--- src/rtl/mips_io_responder.sv ---
// mips_io_responder: peripheral end of the MIPS 16-word I/O window.
// Seven-segment display logic is compiled in with MIPS_IO_SEVENSEG_EN.
module mips_io_responder #(
  parameter logic [15:0] SCAN_DIV = 16'd50000
) (
  input  logic        CLK,
  input  logic        RESET,
  input  logic [31:0] IOWriteData,
  input  logic [3:0]  IOAddr,
  input  logic        IOWriteEn,
  output logic [31:0] IOReadData,
  input  logic [7:0]  Switches,
  output logic [7:0]  LED,
  output logic [3:0]  AN,
  output logic [6:0]  SEG,
  output logic        TimerIRQ
);

  localparam logic [3:0] A_LED  = 4'h0;
  localparam logic [3:0] A_SW   = 4'h1;
  localparam logic [3:0] A_DISP = 4'h2;
  localparam logic [3:0] A_CNT  = 4'h3;
  localparam logic [3:0] A_TMR  = 4'h4;
  localparam logic [3:0] A_STAT = 4'h5;

  logic [7:0]  led_q, led_d;
  logic [7:0]  sw_meta_q, sw_sync_q;
  logic [31:0] cnt_q, cnt_d;
  logic [31:0] tmr_q, tmr_d;
  logic        flag_q, flag_d;
  logic        wr_led, wr_cnt, wr_tmr, wr_stat;
  logic        expire;
  logic [31:0] disp_rd;

  assign wr_led  = IOWriteEn && (IOAddr == A_LED);
  assign wr_cnt  = IOWriteEn && (IOAddr == A_CNT);
  assign wr_tmr  = IOWriteEn && (IOAddr == A_TMR);
  assign wr_stat = IOWriteEn && (IOAddr == A_STAT);

  always_comb begin
    led_d  = led_q;
    cnt_d  = cnt_q + 32'd1;
    tmr_d  = tmr_q;
    flag_d = flag_q;
    expire = 1'b0;
    if (wr_led) led_d = IOWriteData[7:0];
    if (wr_cnt) cnt_d = IOWriteData;
    if (wr_tmr) begin
      tmr_d = IOWriteData;
    end else if (tmr_q != 32'd0) begin
      tmr_d  = tmr_q - 32'd1;
      expire = (tmr_q == 32'd1);
    end
    // Expiry outranks a same-edge W1C so the event is never lost.
    if (expire) begin
      flag_d = 1'b1;
    end else if (wr_stat && IOWriteData[0]) begin
      flag_d = 1'b0;
    end
  end

  always_ff @(posedge CLK or negedge RESET) begin
    if (!RESET) begin
      led_q     <= '0;
      sw_meta_q <= '0;
      sw_sync_q <= '0;
      cnt_q     <= '0;
      tmr_q     <= '0;
      flag_q    <= 1'b0;
    end else begin
      led_q     <= led_d;
      sw_meta_q <= Switches;
      sw_sync_q <= sw_meta_q;
      cnt_q     <= cnt_d;
      tmr_q     <= tmr_d;
      flag_q    <= flag_d;
    end
  end

`ifdef MIPS_IO_SEVENSEG_EN
  logic [15:0] disp_q, disp_d;
  logic [15:0] pre_q, pre_d;
  logic [1:0]  idx_q, idx_d;
  logic [3:0]  nib;
  logic        wr_disp;

  assign wr_disp = IOWriteEn && (IOAddr == A_DISP);

  always_comb begin
    disp_d = disp_q;
    pre_d  = pre_q + 16'd1;
    idx_d  = idx_q;
    if (wr_disp) disp_d = IOWriteData[15:0];
    if (pre_q == SCAN_DIV - 16'd1) begin
      pre_d = '0;
      idx_d = idx_q + 2'd1;
    end
  end

  always_ff @(posedge CLK or negedge RESET) begin
    if (!RESET) begin
      disp_q <= '0;
      pre_q  <= '0;
      idx_q  <= '0;
    end else begin
      disp_q <= disp_d;
      pre_q  <= pre_d;
      idx_q  <= idx_d;
    end
  end

  always_comb begin
    nib = disp_q[3:0];
    unique case (1'b1)
      idx_q == 2'd0: nib = disp_q[3:0];
      idx_q == 2'd1: nib = disp_q[7:4];
      idx_q == 2'd2: nib = disp_q[11:8];
      idx_q == 2'd3: nib = disp_q[15:12];
      default:       nib = disp_q[3:0];
    endcase
  end

  // Segment order {g,f,e,d,c,b,a}, low = lit.
  always_comb begin
    SEG = 7'b1111111;
    case (nib)
      4'h0: SEG = 7'b1000000;
      4'h1: SEG = 7'b1111001;
      4'h2: SEG = 7'b0100100;
      4'h3: SEG = 7'b0110000;
      4'h4: SEG = 7'b0011001;
      4'h5: SEG = 7'b0010010;
      4'h6: SEG = 7'b0000010;
      4'h7: SEG = 7'b1111000;
      4'h8: SEG = 7'b0000000;
      4'h9: SEG = 7'b0010000;
      4'hA: SEG = 7'b0001000;
      4'hB: SEG = 7'b0000011;
      4'hC: SEG = 7'b1000110;
      4'hD: SEG = 7'b0100001;
      4'hE: SEG = 7'b0000110;
      4'hF: SEG = 7'b0001110;
      default: SEG = 7'b1111111;
    endcase
  end

  assign AN      = ~(4'b0001 << idx_q);
  assign disp_rd = {16'h0000, disp_q};
`else
  logic unused_div;

  assign unused_div = ^SCAN_DIV;
  assign AN         = 4'b1111;
  assign SEG        = 7'b1111111;
  assign disp_rd    = '0;
`endif

  always_comb begin
    IOReadData = '0;
    case (IOAddr)
      A_LED:   IOReadData = {24'h0, led_q};
      A_SW:    IOReadData = {24'h0, sw_sync_q};
      A_DISP:  IOReadData = disp_rd;
      A_CNT:   IOReadData = cnt_q;
      A_TMR:   IOReadData = tmr_q;
      A_STAT:  IOReadData = {31'h0, flag_q};
      default: IOReadData = '0;
    endcase
  end

  assign LED      = led_q;
  assign TimerIRQ = flag_q;

endmodule
--- config.mk ---
export PLATFORM = sky130hd
export DESIGN_NAME = mips_io_responder
export DESIGN_NICKNAME = d
export VERILOG_FILES = /design/src/rtl/mips_io_responder.sv
export SDC_FILE = /design/constraint.sdc
export NUM_CORES = 1
export LEC_CHECK = 0
export ABC_AREA = 1
export CAP_MARGIN = 20
export CELL_PAD_IN_SITES_DETAIL_PLACEMENT = 0
export CELL_PAD_IN_SITES_GLOBAL_PLACEMENT = 1
export CORE_MARGIN = 2
export CORE_UTILIZATION = 45
export DETAILED_ROUTE_END_ITERATION = 10
export DONT_BUFFER_PORTS = 1
export GPL_TIMING_DRIVEN = 0
export PLACE_DENSITY = 0.88
export SKIP_CTS_REPAIR_TIMING = 1
export SLEW_MARGIN = 20
export SYNTH_ARGS = -nofsm -noshare
export SYNTH_HDL_FRONTEND = slang
export SYNTH_SLANG_ARGS = --single-unit
--- constraint.sdc ---
create_clock -name CLK -period 2 [get_ports CLK]
set_input_delay 0.4 -clock CLK [delete_from_list [all_inputs] [get_ports CLK]]
set_output_delay 0.4 -clock CLK [all_outputs]
set_load 0.01 [all_outputs]
==> results.py <==
metrics = {
    "synthesis": {
        "synthFlopType": "sky130_fd_sc_hd__dfrtp_1",
        "post_synth_inst_count": 854,
        "postSynthAreaPerCell_um2": 6.62,
        "async_flop_share": 1.00,
        "yosys_warnings": 0,
        "synthesis.area_um2": 5660,
        "synth-seq-cells": 89,
        "yosysSeqAreaShare": 0.394,
        "synth.distinct_cells": 32,
        "synth_enable_flop_cells": 0,
    },
    "placement": {
        "place_worst_setup_slack_ps": -50.5,
        "detailedPlacementHpwl_um": 15000,
        "dp_cells": 1032,
        "globalplace.congestion": 0.952,
        "io_buffer_count": 0,
    },
    "layout": {
        "drive_gt1_frac": 0.0784,
        "mostFrequentLayoutCells": "366 x sky130_fd_sc_hd__nand2_1, 113 x sky130_fd_sc_hd__nor2_1, 89 x sky130_fd_sc_hd__dfrtp_1",
        "layout.cells.most_common": "sky130_fd_sc_hd__nand2_1",
        "areaGrowthSynthToFinish_pct": 10.3,
        "stdcell_count": 1048,
        "n_antenna_cell": 0,
        "nNetsFinal": 925,
    },
    "pwr": {
        "internal_power_consumption_uw": 3930,
        "vdd.ir_drop.worst_v": 0.000524,
        "total_switching_power_uw": 2960,
        "power_frac_comb": 0.333,
        "power_per_cell_area_nw_per_um2": 1100,
        "power.share.switching": 0.430,
        "share_seq_of_total_power": 0.409,
        "static-leakage-power_uw": 0.00300,
        "clock_share_of_power": 0.257,
    },
    "clocking": {
        "cts_tree": "built",
        "clock_tree.htree_level_count": 3,
        "clk_pin_slew_worst_paths_ps": 80,
        "clock_sinks": 89,
        "cts_max_path_buffers": 2,
        "worstSkewPairLatency_ps": 360,
        "clockRootBuffer": "sky130_fd_sc_hd__clkbuf_16",
        "cts_made_buffers": 9,
    },
    "detailed_routing": {
        "drc": 0,
        "route.antenna.remaining_nets": 0,
        "first_pass_iters": 5,
        "dr_total_vias": 5472,
        "detail_route.iter0.violations": 504,
        "detail_route.vias_per_cell": 5.22,
        "detail_route.wl_per_cell_um": 17.8,
        "drt_wl_total_um": 18700,
    },
    "sta": {
        "setup_tns_ps": 0,
        "timing.slew.headroom": 0.606,
        "skew_ps": 9.01,
        "final.period_utilization": 0.965,
        "fin_worst_hold_slack_ps": -272,
        "finalHoldViolCount": 89,
        "period_needed_ps": 1930,
        "setup_failing_eps_final": 0,
        "timing_max_transition_violations_final": 0,
        "finalWorstSetupSlack_ps": 69.2,
        "slew_of_the_pin_with_the_lowest_slew_margin_ps": 586,
        "achievable-frequency_mhz": 518,
    },
    "setup_path": {
        "cp-end-kind": "primary output",
        "timing.critical_path.required_ps": 1600,
        "rr_startpoint": "tmr_q[0]",
        "crit_arrival_ps": 1530,
        "criticalPathCategory": "input port to primary output",
        "timing.critical_path.fanout_max": 10,
        "crit_path_start": "IOAddr[3]",
        "timing.critical_path.from_type": "input port",
        "rr_worst_depth": 10,
    },
    "grt": {
        "overflow": 0,
        "maximum_number_of_pins_on_one_net_before_global_route_repair": 90,
        "grt_antenna_before_repair": 0,
        "first_global_vias": 5228,
        "overall_routing_resource_usage": 0.291,
        "global_route_wire_length_before_repair_um": 29000,
    },
    "run_status": {
        "failed_checks": "hold timing",
        "status": "finished, violations left",
    },
    "die": {
        "initial_standard_cell_utilization_of_the_core": 0.465,
        "die_area_um2": 13500,
        "io_pins": 99,
        "dieHeight_um": 116,
        "placement_rows": 40,
        "fp.coreArea_um2": 12200,
        "die_width_um": 116,
    },
    "worst_hold_path": {
        "timing.hold.worst.class": "input port to asynchronous set/reset pin",
    },
    "flow_run": {
        "timing.max_cap.violations": 0,
    },
}
==> cells in the mapped netlist (6+ instances only) <==
library cell,instances,area share
sky130_fd_sc_hd__buf_4,11,0.015
sky130_fd_sc_hd__o2111ai_1,7,0.011
sky130_fd_sc_hd__nor2_4,6,0.012
sky130_fd_sc_hd__o22ai_1,17,0.019
sky130_fd_sc_hd__dfrtp_1,89,0.39
sky130_fd_sc_hd__o21ai_0,28,0.025
sky130_fd_sc_hd__xor2_1,15,0.023
sky130_fd_sc_hd__o21ai_1,24,0.021
sky130_fd_sc_hd__xnor2_1,6,0.0093
sky130_fd_sc_hd__nand4_1,10,0.011
sky130_fd_sc_hd__buf_2,9,0.0080
sky130_fd_sc_hd__nand2_1,366,0.24
sky130_fd_sc_hd__inv_1,81,0.054
sky130_fd_sc_hd__nand3_1,36,0.032
sky130_fd_sc_hd__nor2_1,114,0.076
==> power groups by stage <==
stage | clock network (µW) | logic [µW] | registers, µW
floorplan | 0 | 1720 | 2680
global placement | 0 | 2180 | 2820
detailed placement | 0 | 2220 | 2830
CTS | 1780 | 2230 | 2800
global route | 1840 | 2620 | 2890
finish | 1770 | 2290 | 2820
==> flip-flops by register name, summed over array words and instances (netlist names) <==
signal / count
LED: 8
TimerIRQ: 1
cnt_q: 32
sw_meta_q: 8
sw_sync_q: 8
tmr_q: 32
==> path summary, 6_finish.rpt <==
| kind | to | slack [ps] |
|---|---|---|
| setup reg to reg | TimerIRQ | 140 |
| hold / removal | sw_meta_q[3] | -270 |
| min in group CLK | sw_meta_q[7] | 60 |
| hold reg to reg | sw_sync_q[1] | 350 |
| max in group asynchronous | cnt_q[25] | 2110 |
| setup / recovery | IOReadData[20] | 70 |
==> critical path, cell delays in order <==
cell and delay, ps:
sky130_fd_sc_hd__nor2_1 210, sky130_fd_sc_hd__nand3_4 210, sky130_fd_sc_hd__clkbuf_1 280, sky130_fd_sc_hd__o22ai_1 420
==> per-layer routing <==
layer  up-vias  global-route usage  routed length [µm]
li1       2697                   -                   -
met1      2571               0.404                8430
met4         0               0.110                 533
met2       164               0.467                8760
met5         -                   0                   0
met3        40              0.0405                 982
==> per-stage QoR <==
stage               instance area, µm²  hold WS [ps]   util  power (µW)
floorplan                         5690           104      -        4400
finish                            6240          -272  0.513        6880
detailed placement                5900           106  0.485        5050
global route                      6240          -282  0.513        7350
global placement                  5900           106  0.485        5000
CTS                               6210          -277  0.510        6810
==> cells by family after synthesis <==
logic type,synth area share
adders and majority gates,0.00664
and+or+nand+nor,0.397
AOI/OAI and AO/OA,0.0801
buffers and inverters,0.0889
xor gates and xnor gates,0.0325
other,0.000663
DFF,0.394
==> cell type report <==
class,instances,area (µm²)
Buffer,28,188
Tap cell,168,210
Clock inverter,7,78.8
Sequential cell,89,2230
Fill cell,1258,5920
Inverter,84,315
Clock buffer,9,225
Multi-Input combinational cell,663,2990
No activity file was read; power rests on OpenSTA's default activity.
